===== src/rtl/mpd_seq_pkg.sv =====
// Shared encodings and default constants for the MPD fabric configuration sequencer.
package mpd_seq_pkg;

    typedef enum logic [1:0] {
        ST_IDLE    = 2'd0,
        ST_QUAL    = 2'd1,
        ST_RELEASE = 2'd2,
        ST_DONE    = 2'd3
    } seq_state_e;

    localparam logic [47:0] MPD_MAGIC_DEFAULT    = 48'hFEEDBADCA77E;
    localparam logic [43:0] MPD_PAD_MASK_DEFAULT = 44'h01FFFFFFF80;

endpackage


===== src/rtl/mpd_pulse_stretch.sv =====
// Two-flop synchroniser followed by a reloadable down-counter that stretches
// short activity pulses into a visible LED level.
module mpd_pulse_stretch #(
    parameter int STRETCH_BITS = 16
) (
    input  logic CLK,
    input  logic resetn,
    input  logic in,
    output logic out
);

    logic [1:0]              sync_q;
    logic [STRETCH_BITS-1:0] cnt_q;

    always_ff @(posedge CLK or negedge resetn) begin
        if (!resetn) begin
            sync_q <= '0;
            cnt_q  <= '0;
        end else begin
            sync_q <= {sync_q[0], in};
            if (sync_q[1]) begin
                cnt_q <= '1;
            end else if (cnt_q != '0) begin
                cnt_q <= cnt_q - 1'b1;
            end
        end
    end

    assign out = (cnt_q != '0);

endmodule


===== src/rtl/mpd_fabric_sequencer.sv =====
// Qualifies the fabric done signature, releases pads to the fabric in staged
// groups and revokes them on reconfiguration. Optional MPD_SEQ_WATCHDOG_EN adds a fabric liveness watchdog.
module mpd_fabric_sequencer
    import mpd_seq_pkg::*;
#(
    parameter int                  NPADS        = 44,
    parameter logic [NPADS-1:0]    PAD_MASK     = MPD_PAD_MASK_DEFAULT,
    parameter int                  MAGIC_W      = 48,
    parameter logic [MAGIC_W-1:0]  MAGIC        = MPD_MAGIC_DEFAULT,
    parameter int                  QUAL_CYCLES  = 8,
    parameter int                  GROUP        = 4,
    parameter int                  STEP_CYCLES  = 16,
    parameter int                  HB_BITS      = 24,
    parameter int                  STRETCH_BITS = 16,
    parameter int                  WDT_BITS     = 20
) (
    input  logic               CLK,
    input  logic               resetn,
    input  logic [MAGIC_W-1:0] magic_word,
    input  logic               done_override,
    input  logic               cfg_active,
    input  logic               cfg_rx,
    input  logic               fab_alive,
    output logic [NPADS-1:0]   pad_release,
    output logic               fabric_done,
    output logic               heart_led,
    output logic               rx_led,
    output logic [1:0]         seq_state
);

    localparam int CUR_W  = $clog2(NPADS + GROUP) + 1;
    localparam int QCNT_W = $clog2(QUAL_CYCLES + 1) + 1;
    localparam int STEP_W = $clog2(STEP_CYCLES) + 1;

    localparam logic [CUR_W-1:0]  CUR_GROUP = CUR_W'(GROUP);
    localparam logic [CUR_W-1:0]  CUR_NPADS = CUR_W'(NPADS);
    localparam logic [QCNT_W-1:0] QUAL_LAST = QCNT_W'(QUAL_CYCLES - 1);
    localparam logic [STEP_W-1:0] STEP_LAST = STEP_W'(STEP_CYCLES - 1);

    seq_state_e         state_q, state_d;
    logic               match_q;
    logic [QCNT_W-1:0]  qual_cnt_q, qual_cnt_d;
    logic [CUR_W-1:0]   cursor_q, cursor_d;
    logic [STEP_W-1:0]  step_cnt_q, step_cnt_d;
    logic [NPADS-1:0]   pad_release_q, pad_release_d;
    logic               fabric_done_q, fabric_done_d;
    logic [HB_BITS-1:0] hb_q;
    logic               wdt_expired;

    // Eligible pads below the cursor; cursor values past NPADS simply select all pads.
    function automatic logic [NPADS-1:0] release_mask(input logic [CUR_W-1:0] cur);
        logic [NPADS-1:0] m;
        for (int i = 0; i < NPADS; i++) begin
            m[i] = PAD_MASK[i] && (CUR_W'(i) < cur);
        end
        return m;
    endfunction

    always_ff @(posedge CLK or negedge resetn) begin
        if (!resetn) begin
            state_q       <= ST_IDLE;
            match_q       <= 1'b0;
            qual_cnt_q    <= '0;
            cursor_q      <= '0;
            step_cnt_q    <= '0;
            pad_release_q <= '0;
            fabric_done_q <= 1'b0;
            hb_q          <= '0;
        end else begin
            state_q       <= state_d;
            match_q       <= (magic_word == MAGIC);
            qual_cnt_q    <= qual_cnt_d;
            cursor_q      <= cursor_d;
            step_cnt_q    <= step_cnt_d;
            pad_release_q <= pad_release_d;
            fabric_done_q <= fabric_done_d;
            hb_q          <= hb_q + 1'b1;
        end
    end

`ifdef MPD_SEQ_WATCHDOG_EN
    logic [2:0]          alive_q;
    logic [WDT_BITS-1:0] wdt_q;

    always_ff @(posedge CLK or negedge resetn) begin
        if (!resetn) begin
            alive_q <= '0;
            wdt_q   <= '0;
        end else begin
            alive_q <= {alive_q[1:0], fab_alive};
            if ((state_q != ST_DONE) || (alive_q[2] ^ alive_q[1])) begin
                wdt_q <= '0;
            end else if (wdt_q != '1) begin
                wdt_q <= wdt_q + 1'b1;
            end
        end
    end

    assign wdt_expired = (wdt_q == '1);
`else
    localparam int unused_wdt_bits = WDT_BITS;
    logic unused_fab_alive;
    assign unused_fab_alive = fab_alive;
    assign wdt_expired      = 1'b0;
`endif

    // Priority: override, then revocation, then forward progress.
    always_comb begin
        state_d       = state_q;
        qual_cnt_d    = qual_cnt_q;
        cursor_d      = cursor_q;
        step_cnt_d    = step_cnt_q;
        pad_release_d = pad_release_q;
        fabric_done_d = fabric_done_q;
        if (done_override) begin
            state_d       = ST_DONE;
            pad_release_d = PAD_MASK;
            fabric_done_d = 1'b1;
        end else begin
            unique case (state_q)
                ST_IDLE: begin
                    if (match_q) begin
                        state_d    = ST_QUAL;
                        qual_cnt_d = QCNT_W'(1);
                    end
                end
                ST_QUAL: begin
                    if (!match_q) begin
                        state_d    = ST_IDLE;
                        qual_cnt_d = '0;
                    end else if (qual_cnt_q >= QUAL_LAST) begin
                        state_d       = ST_RELEASE;
                        qual_cnt_d    = '0;
                        cursor_d      = CUR_GROUP;
                        step_cnt_d    = '0;
                        pad_release_d = release_mask(CUR_GROUP);
                    end else begin
                        qual_cnt_d = qual_cnt_q + 1'b1;
                    end
                end
                ST_RELEASE: begin
                    if (!match_q) begin
                        state_d       = ST_IDLE;
                        cursor_d      = '0;
                        step_cnt_d    = '0;
                        pad_release_d = '0;
                    end else if (step_cnt_q == STEP_LAST) begin
                        step_cnt_d = '0;
                        cursor_d   = cursor_q + CUR_GROUP;
                        if (cursor_d >= CUR_NPADS) begin
                            state_d       = ST_DONE;
                            fabric_done_d = 1'b1;
                            pad_release_d = PAD_MASK;
                        end else begin
                            pad_release_d = release_mask(cursor_d);
                        end
                    end else begin
                        step_cnt_d = step_cnt_q + 1'b1;
                    end
                end
                ST_DONE: begin
                    if ((cfg_active && !match_q) || wdt_expired) begin
                        state_d       = ST_IDLE;
                        cursor_d      = '0;
                        step_cnt_d    = '0;
                        pad_release_d = '0;
                        fabric_done_d = 1'b0;
                    end
                end
            endcase
        end
    end

    mpd_pulse_stretch #(
        .STRETCH_BITS(STRETCH_BITS)
    ) u_rx_stretch (
        .CLK   (CLK),
        .resetn(resetn),
        .in    (cfg_rx),
        .out   (rx_led)
    );

    assign pad_release = pad_release_q;
    assign fabric_done = fabric_done_q;
    assign heart_led   = hb_q[HB_BITS-1];
    assign seq_state   = state_q;

endmodule


===== config.mk =====
export PLATFORM = sky130hd
export DESIGN_NAME = mpd_fabric_sequencer
export DESIGN_NICKNAME = d
export VERILOG_FILES = /design/src/rtl/mpd_seq_pkg.sv /design/src/rtl/mpd_pulse_stretch.sv /design/src/rtl/mpd_fabric_sequencer.sv
export SDC_FILE = /design/constraint.sdc
export NUM_CORES = 1
export LEC_CHECK = 0
export CORE_MARGIN = 2
export CORE_UTILIZATION = 50
export CTS_BUF_LIST = sky130_fd_sc_hd__clkbuf_8
export DETAILED_ROUTE_END_ITERATION = 10
export PLACE_DENSITY_LB_ADDON = 0.15
export SETUP_SLACK_MARGIN = 0.3
export SKIP_LAST_GASP = 1
export SLEW_MARGIN = 10
export SYNTH_ARGS = -nofsm -noshare
export SYNTH_HDL_FRONTEND = slang
export SYNTH_SLANG_ARGS = --single-unit

===== constraint.sdc =====
create_clock -name CLK -period 5.8 [get_ports CLK]
set_input_delay 1.45 -clock CLK [delete_from_list [all_inputs] [get_ports CLK]]
set_output_delay 1.45 -clock CLK [all_outputs]
set_load 0.02 [all_outputs]

==> impl_metrics.json, run 1 <==
{
  "cts.repair.resized": 0,
  "cts-buffers-inserted": 9,
  "crit_type": "register to output pin",
  "finalWirelength_um": 8800,
  "ir_drop_mv": 0.151,
  "grt_use_met1_pct": 28.9,
  "gr-total-overflow": 0,
  "die_w_um": 95.6,
  "yosysMostFrequentCell": "dfrtp_1",
  "yosysSeqAreaShare_pct": 48.3,
  "ctsLongestPathBuffers": 2,
  "synth_area_leaders": "dfrtp_1, buf_4, a2bb2oi_1, xnor2_1, nor2_1",
  "viasPerCell": 5.55,
  "synth_top_area_share_pct": 48.3,
  "grtUsageTotal_pct": 20.7,
  "clock_sinks": 81,
  "finalCriticalPeriod_ns": 4.16,
  "power.density_nw_per_um2": 241,
  "routabilityCongestion": 0.807,
  "antennaDiodeCount": 0,
  "clkPwrFrac_pct": 36.9,
  "portBuffers": 87,
  "rsz0062_at_grt": "no",
  "p_leak_uw": 0.00209,
  "clock_skew_ns": 0.0125,
  "final.setup.tns_ns": 0,
  "required_ns": 4.35,
  "ys_types": 70,
  "cts_hold_buf": 0,
  "seqPwrFrac_pct": 47.9,
  "worstPathMaxFanout": 6,
  "worst_setup_path_end_kind": "output pin",
  "p_int_uw": 939,
  "syn2layout_area_growth_pct": 25.0,
  "antenna_left": 0,
  "synthFlopType": "dfrtp_1",
  "grt_use_met2_pct": 32.5,
  "synth_top_cell_by_area": "dfrtp_1",
  "grt_max_degree": 82,
  "netlist_instances": 395,
  "cp-start-kind": "register",
  "cts-htree-levels": 3,
  "setup_viol_count_final": 0,
  "nets": 530,
  "synth_area_um2": 4190,
  "worstPathCellList": "inv_1 > ha_1 > nor3b_1 > nand3_1 > nor3_2 > inv_1 > clkdlybuf4s50_1",
  "use_met3_pct": 3.32,
  "ctsRootBufferMaster": "clkbuf_8",
  "worstHoldPathType": "register to register",
  "drv_slew": 0,
  "cts_setup_buffers": 0,
  "critPathArrivalTime_ns": 2.71,
  "slowest_stage": "clkdlybuf4s50_1",
  "grt_antenna_before_repair": 0,
  "synth_seq_cells": 81,
  "nFillCells": 633,
  "drive_above_1_share_pct": 6.95,
  "vias": 3219,
  "fin_area_um2": 5240,
  "synth_async_sr_flop_share_pct": 100,
  "p_comb_share_pct": 15.2,
  "cp_top_family": "simple AND/OR/NAND/NOR gates",
  "drt_first_pass_iters": 4,
  "switching_share_pct": 25.7,
  "ys_warn_count": 0,
  "cp_common_cell": "inv_1",
  "start_util_pct": 51.3,
  "core_area_um2": 8180,
  "synthTopCellsByCount": "dfrtp_1, buf_4, nor2_1, a2bb2oi_1, xnor2_1",
  "busiest_layer": "met2",
  "p_sw_uw": 326,
  "crit_path_max_incr_delay_ns": 0.54,
  "rows": 33,
  "postSynthAreaPerCell_um2": 10.6,
  "wl_per_cell_um": 15.2,
  "worstSkewPairLatency_ns": 0.35,
  "drc": 0,
  "relSlewSlack_pct": 33.7,
  "first_global_vias": 3182,
  "dp.final_hpwl_um": 6230,
  "worst_pin_slew_ns": 0.994,
  "status": "finished, final reports clean",
  "first_iter_violations": 131,
  "drv_cap": 0,
  "grt_pass1_wl_um": 14900,
  "worst-path-buf-inv": 3,
  "synth_enable_flop_cells": 0,
  "finalCritPeriodShare_pct": 71.7,
  "cts_tree": "done",
  "die_h_um": 95.6,
  "dieArea_um2": 9140,
  "fmax_mhz": 241,
  "postPlaceCellArea_um2": 5020,
  "hold_violations": 0,
  "io_pins": 103,
  "clk_pin_slew_ns": 0.09
}
==> registers in the layout, summed over array words and instances (netlist names) <==
name	flops
qual_cnt_q	5
step_cnt_q	5
fabric_done	1
match_q	1
cursor_q	5
u_rx_stretch.cnt_q	16
u_rx_stretch.sync_q	2
pad_release	20
seq_state	2
hb_q	24
==> layout by cell type (no fill, tap or decap), types with 3 or more instances in the layout <==
cell and instances:
a211o_1 3, a211oi_1 3, a21oi_1 13, a2bb2oi_1 19, a31oi_1 4, and2_1 3
and3_1 5, buf_4 3, clkbuf_8 10, clkdlybuf4s50_1 86, conb_1 14, dfrtp_1 81
ha_1 6, inv_1 17, mux2_1 3, mux2i_1 7, nand2_1 15, nand3_1 14
nand4_1 8, nand4b_1 7, nor2_1 23, nor2b_1 8, nor3_1 7, nor4_1 6
o21ai_0 4, o21ai_1 5, o31a_1 3, o31ai_1 5, or3_1 7, or3b_1 3
or4_1 3, xnor2_1 19, xor2_1 8
==> power by group through the flow <==
stage | clock [µW] | combinational, µW | sequential, µW
after detailed placement | 0 | 193 | 616
after global routing | 497 | 207 | 609
final | 467 | 192 | 606
after global placement | 0 | 191 | 616
after floorplan | 0 | 89.8 | 630
after CTS | 474 | 194 | 606
==> kinds of logic after synthesis <==
logic type | share of synthesized area [%]
flip-flops | 48.3
multiplexers | 3.01
adder cells (fa/ha/maj) | 1.79
AO/OA/AOI/OAI | 15.7
XOR/XNOR | 5.64
AND/OR/NAND/NOR | 18.1
buffers and inverters | 7.37
other | 0.0894
==> final timing paths <==
kind / cells past startpoint / start / to / slack, ns
min in group asynchronous: 1 / resetn / qual_cnt_q[1] / 1.26
setup / recovery: 7 / u_rx_stretch.cnt_q[0] / rx_led / 1.64
max in group asynchronous: 1 / resetn / hb_q[7] / 3.90
hold reg to reg: 0 / u_rx_stretch.sync_q[0] / u_rx_stretch.sync_q[1] / 0.36
setup reg to reg: 6 / qual_cnt_q[0] / cursor_q[3] / 3.63
hold / removal: 0 / u_rx_stretch.sync_q[0] / u_rx_stretch.sync_q[1] / 0.36
==> area by class of cell <==
cell class | instances | area, µm² | share of cell area, %
clock buffer | 10 | 138 | 2.63
timing repair buffer | 89 | 883 | 16.8
tap | 105 | 131 | 2.51
inverter | 18 | 67.6 | 1.29
multi-input combinational | 271 | 1910 | 36.4
clock inverter | 6 | 88.8 | 1.69
sequential | 81 | 2030 | 38.7
==> worst register-to-register path, stage by stage (launching register included) <==
cell and delay [ns]:
dfrtp_1 0.41, ha_1 0.22, a211o_1 0.29, o21ai_1 0.42, a211oi_2 0.14, buf_4 0.25, mux2_1 0.33
==> layer usage <==
| layer | wire length (µm) | share of wire (%) |
|---|---|---|
| met5 | 0 | 0 |
| met4 | 157 | 1.8 |
| met3 | 326 | 3.7 |
| met2 | 4080 | 46 |
| met1 | 4230 | 48 |
==> metrics by stage <==
| step | setup slack, ns | std cells | util [%] | hold slack, ns | total power [µW] |
|---|---|---|---|---|---|
| after floorplan | 2.71 | 408 | - | 0.331 | 720 |
| after global placement | 2.07 | 564 | 61.4 | 0.333 | 807 |
| after detailed placement | 2.04 | 564 | 61.4 | 0.342 | 809 |
| after CTS | 1.62 | 580 | 64.1 | 0.363 | 1270 |
| after global routing | 1.43 | 580 | 64.1 | 0.375 | 1310 |
| final | 1.64 | 580 | 64.1 | 0.363 | 1260 |
No activity file was read; power rests on OpenSTA's default activity.
==> run 2: changes to the inputs <==
- clock period: 5.8 -> 4.3 ns (I/O delays scaled with it)
==> impl_metrics.json, run 2 (synthesis gave the netlist of run 1 again) <==
{
  "status": "finished, final reports clean",
  "start_util_pct": 51.3,
  "cts-buffers-inserted": 9,
  "syn2layout_area_growth_pct": 24.4,
  "final_cell_mix": "clkdlybuf4s50_1, dfrtp_1, nor2_1, xnor2_1, a2bb2oi_1",
  "cts_hold_buf": 0,
  "min_to": "u_rx_stretch.sync_q[1]",
  "final_cells": 580,
  "cts-htree-levels": 3,
  "rsz0062_at_grt": "no",
  "power.density_nw_per_um2": 313,
  "rr_worst_depth": 6,
  "relSlewSlack_pct": 34.9,
  "clock_sinks": 81,
  "met2WireLength_um": 4430,
  "cts_setup_buffers": 0,
  "required_ns": 3.22,
  "dp.final_hpwl_um": 6490,
  "core_area_um2": 8180,
  "first_global_vias": 3156,
  "grtUsageTotal_pct": 21.5,
  "drive_above_1_share_pct": 6.74,
  "drv_slew": 0,
  "dieArea_um2": 9140,
  "cp-start-kind": "register",
  "die_h_um": 95.6,
  "worst_setup_path_end_kind": "output pin",
  "grt_max_degree": 82,
  "cts.repair.resized": 0,
  "drc": 0,
  "largest_register_ffs": 24,
  "hold_ws_ns": 0.366,
  "antenna_left": 0,
  "first_iter_violations": 142,
  "top_register": "hb_q",
  "critPathArrivalTime_ns": 2.63,
  "dp.cells": 564,
  "crit_type": "register to output pin",
  "drv_cap": 0,
  "seqCellArea_um2": 2030,
  "gr-total-overflow": 0,
  "cts_tree": "done",
  "reg2reg_from": "step_cnt_q[1]",
  "io_pins": 103,
  "finalWirelength_um": 9080,
  "viasPerCell": 5.50,
  "antennaDiodeCount": 0,
  "grt_antenna_before_repair": 0,
  "worstPathMaxFanout": 6,
  "finalPower_uw": 1630,
  "ctsRootBufferMaster": "clkbuf_8",
  "ctsLongestPathBuffers": 2,
  "clk_pin_slew_ns": 0.08,
  "wl_met1_um": 4220,
  "rows": 33,
  "grt_pass1_wl_um": 15400,
  "r2r-end": "pad_release[11]",
  "worstSkewPairLatency_ns": 0.35,
  "worstHoldPathType": "register to register",
  "final.setup.tns_ns": 0,
  "die_w_um": 95.6,
  "fmax_mhz": 270,
  "wl_per_cell_um": 15.7,
  "highest-signal-layer": "met4",
  "finalCriticalPeriod_ns": 3.70,
  "worst_pin_slew_ns": 0.977,
  "portBuffers": 87,
  "multiInputGateArea_um2": 1910,
  "drt_first_pass_iters": 5,
  "finalCritPeriodShare_pct": 86.1,
  "routabilityCongestion": 0.870,
  "final_common_cell": "clkdlybuf4s50_1",
  "clock_skew_ns": 0.00991,
  "nFillCells": 679,
  "p_leak_uw": 0.00210,
  "setup_viol_count_final": 0,
  "nets": 530,
  "vias": 3188,
  "whs_path_depth": 0,
  "hold_violations": 0,
  "min_from": "u_rx_stretch.sync_q[0]",
  "ir_drop_mv": 0.175,
  "met3WireLength_um": 367,
  "reg2reg_slack_ns": 1.96
}
run 2: area by class of cell:
type / count / share of cell area (%)
Clock buffer: 10 / 2.64
Timing Repair Buffer: 89 / 16.9
Tap cell: 105 / 2.52
Multi-Input combinational cell: 271 / 36.7
Clock inverter: 6 / 1.13
Sequential cell: 81 / 38.8
Inverter: 18 / 1.29
run 2: worst max-delay path by stage:
stage	startpoint	end	slack, ns	depth (start not counted)
2_1_floorplan	u_rx_stretch.cnt_q[0]	rx_led	1.58	6
3_3_place_gp	u_rx_stretch.cnt_q[0]	rx_led	0.96	7
3_5_place_dp	u_rx_stretch.cnt_q[0]	rx_led	0.92	7
4_1_cts	u_rx_stretch.cnt_q[0]	rx_led	0.51	7
5_1_grt	u_rx_stretch.cnt_q[0]	rx_led	0.32	7
6_report	u_rx_stretch.cnt_q[0]	rx_led	0.60	7
run 2: through the flow:
| stage | util [%] | instance area, µm² | setup slack [ns] |
|---|---|---|---|
| after floorplan | - | 4240 | 1.58 |
| after global placement | 61.4 | 5020 | 0.958 |
| after detailed placement | 61.4 | 5020 | 0.916 |
| after CTS | 63.8 | 5210 | 0.513 |
| after global routing | 63.8 | 5220 | 0.322 |
| final | 63.8 | 5220 | 0.598 |
run 2: where the power goes:
group	internal, µW	switching, µW	leakage, µW
clock network	280	274	0.0000995
logic	134	127	0.00104
registers	788	29.4	0.000953
run 2: critical path: stages (launching register included):
cell,delay (ns)
dfrtp_1,0.41
inv_1,0.08
ha_1,0.27
nor3b_1,0.30
nand3_1,0.24
nor3_4,0.37
inv_1,0.07
clkdlybuf4s50_1,0.54
run 2: per-layer routing:
| layer | GRT usage, % | up-vias |
|---|---|---|
| li1 | - | 1561 |
| met1 | 28.9 | 1551 |
| met2 | 34.8 | 70 |
| met3 | 4.90 | 6 |
| met4 | 5.95 | 0 |
| met5 | 0 | - |
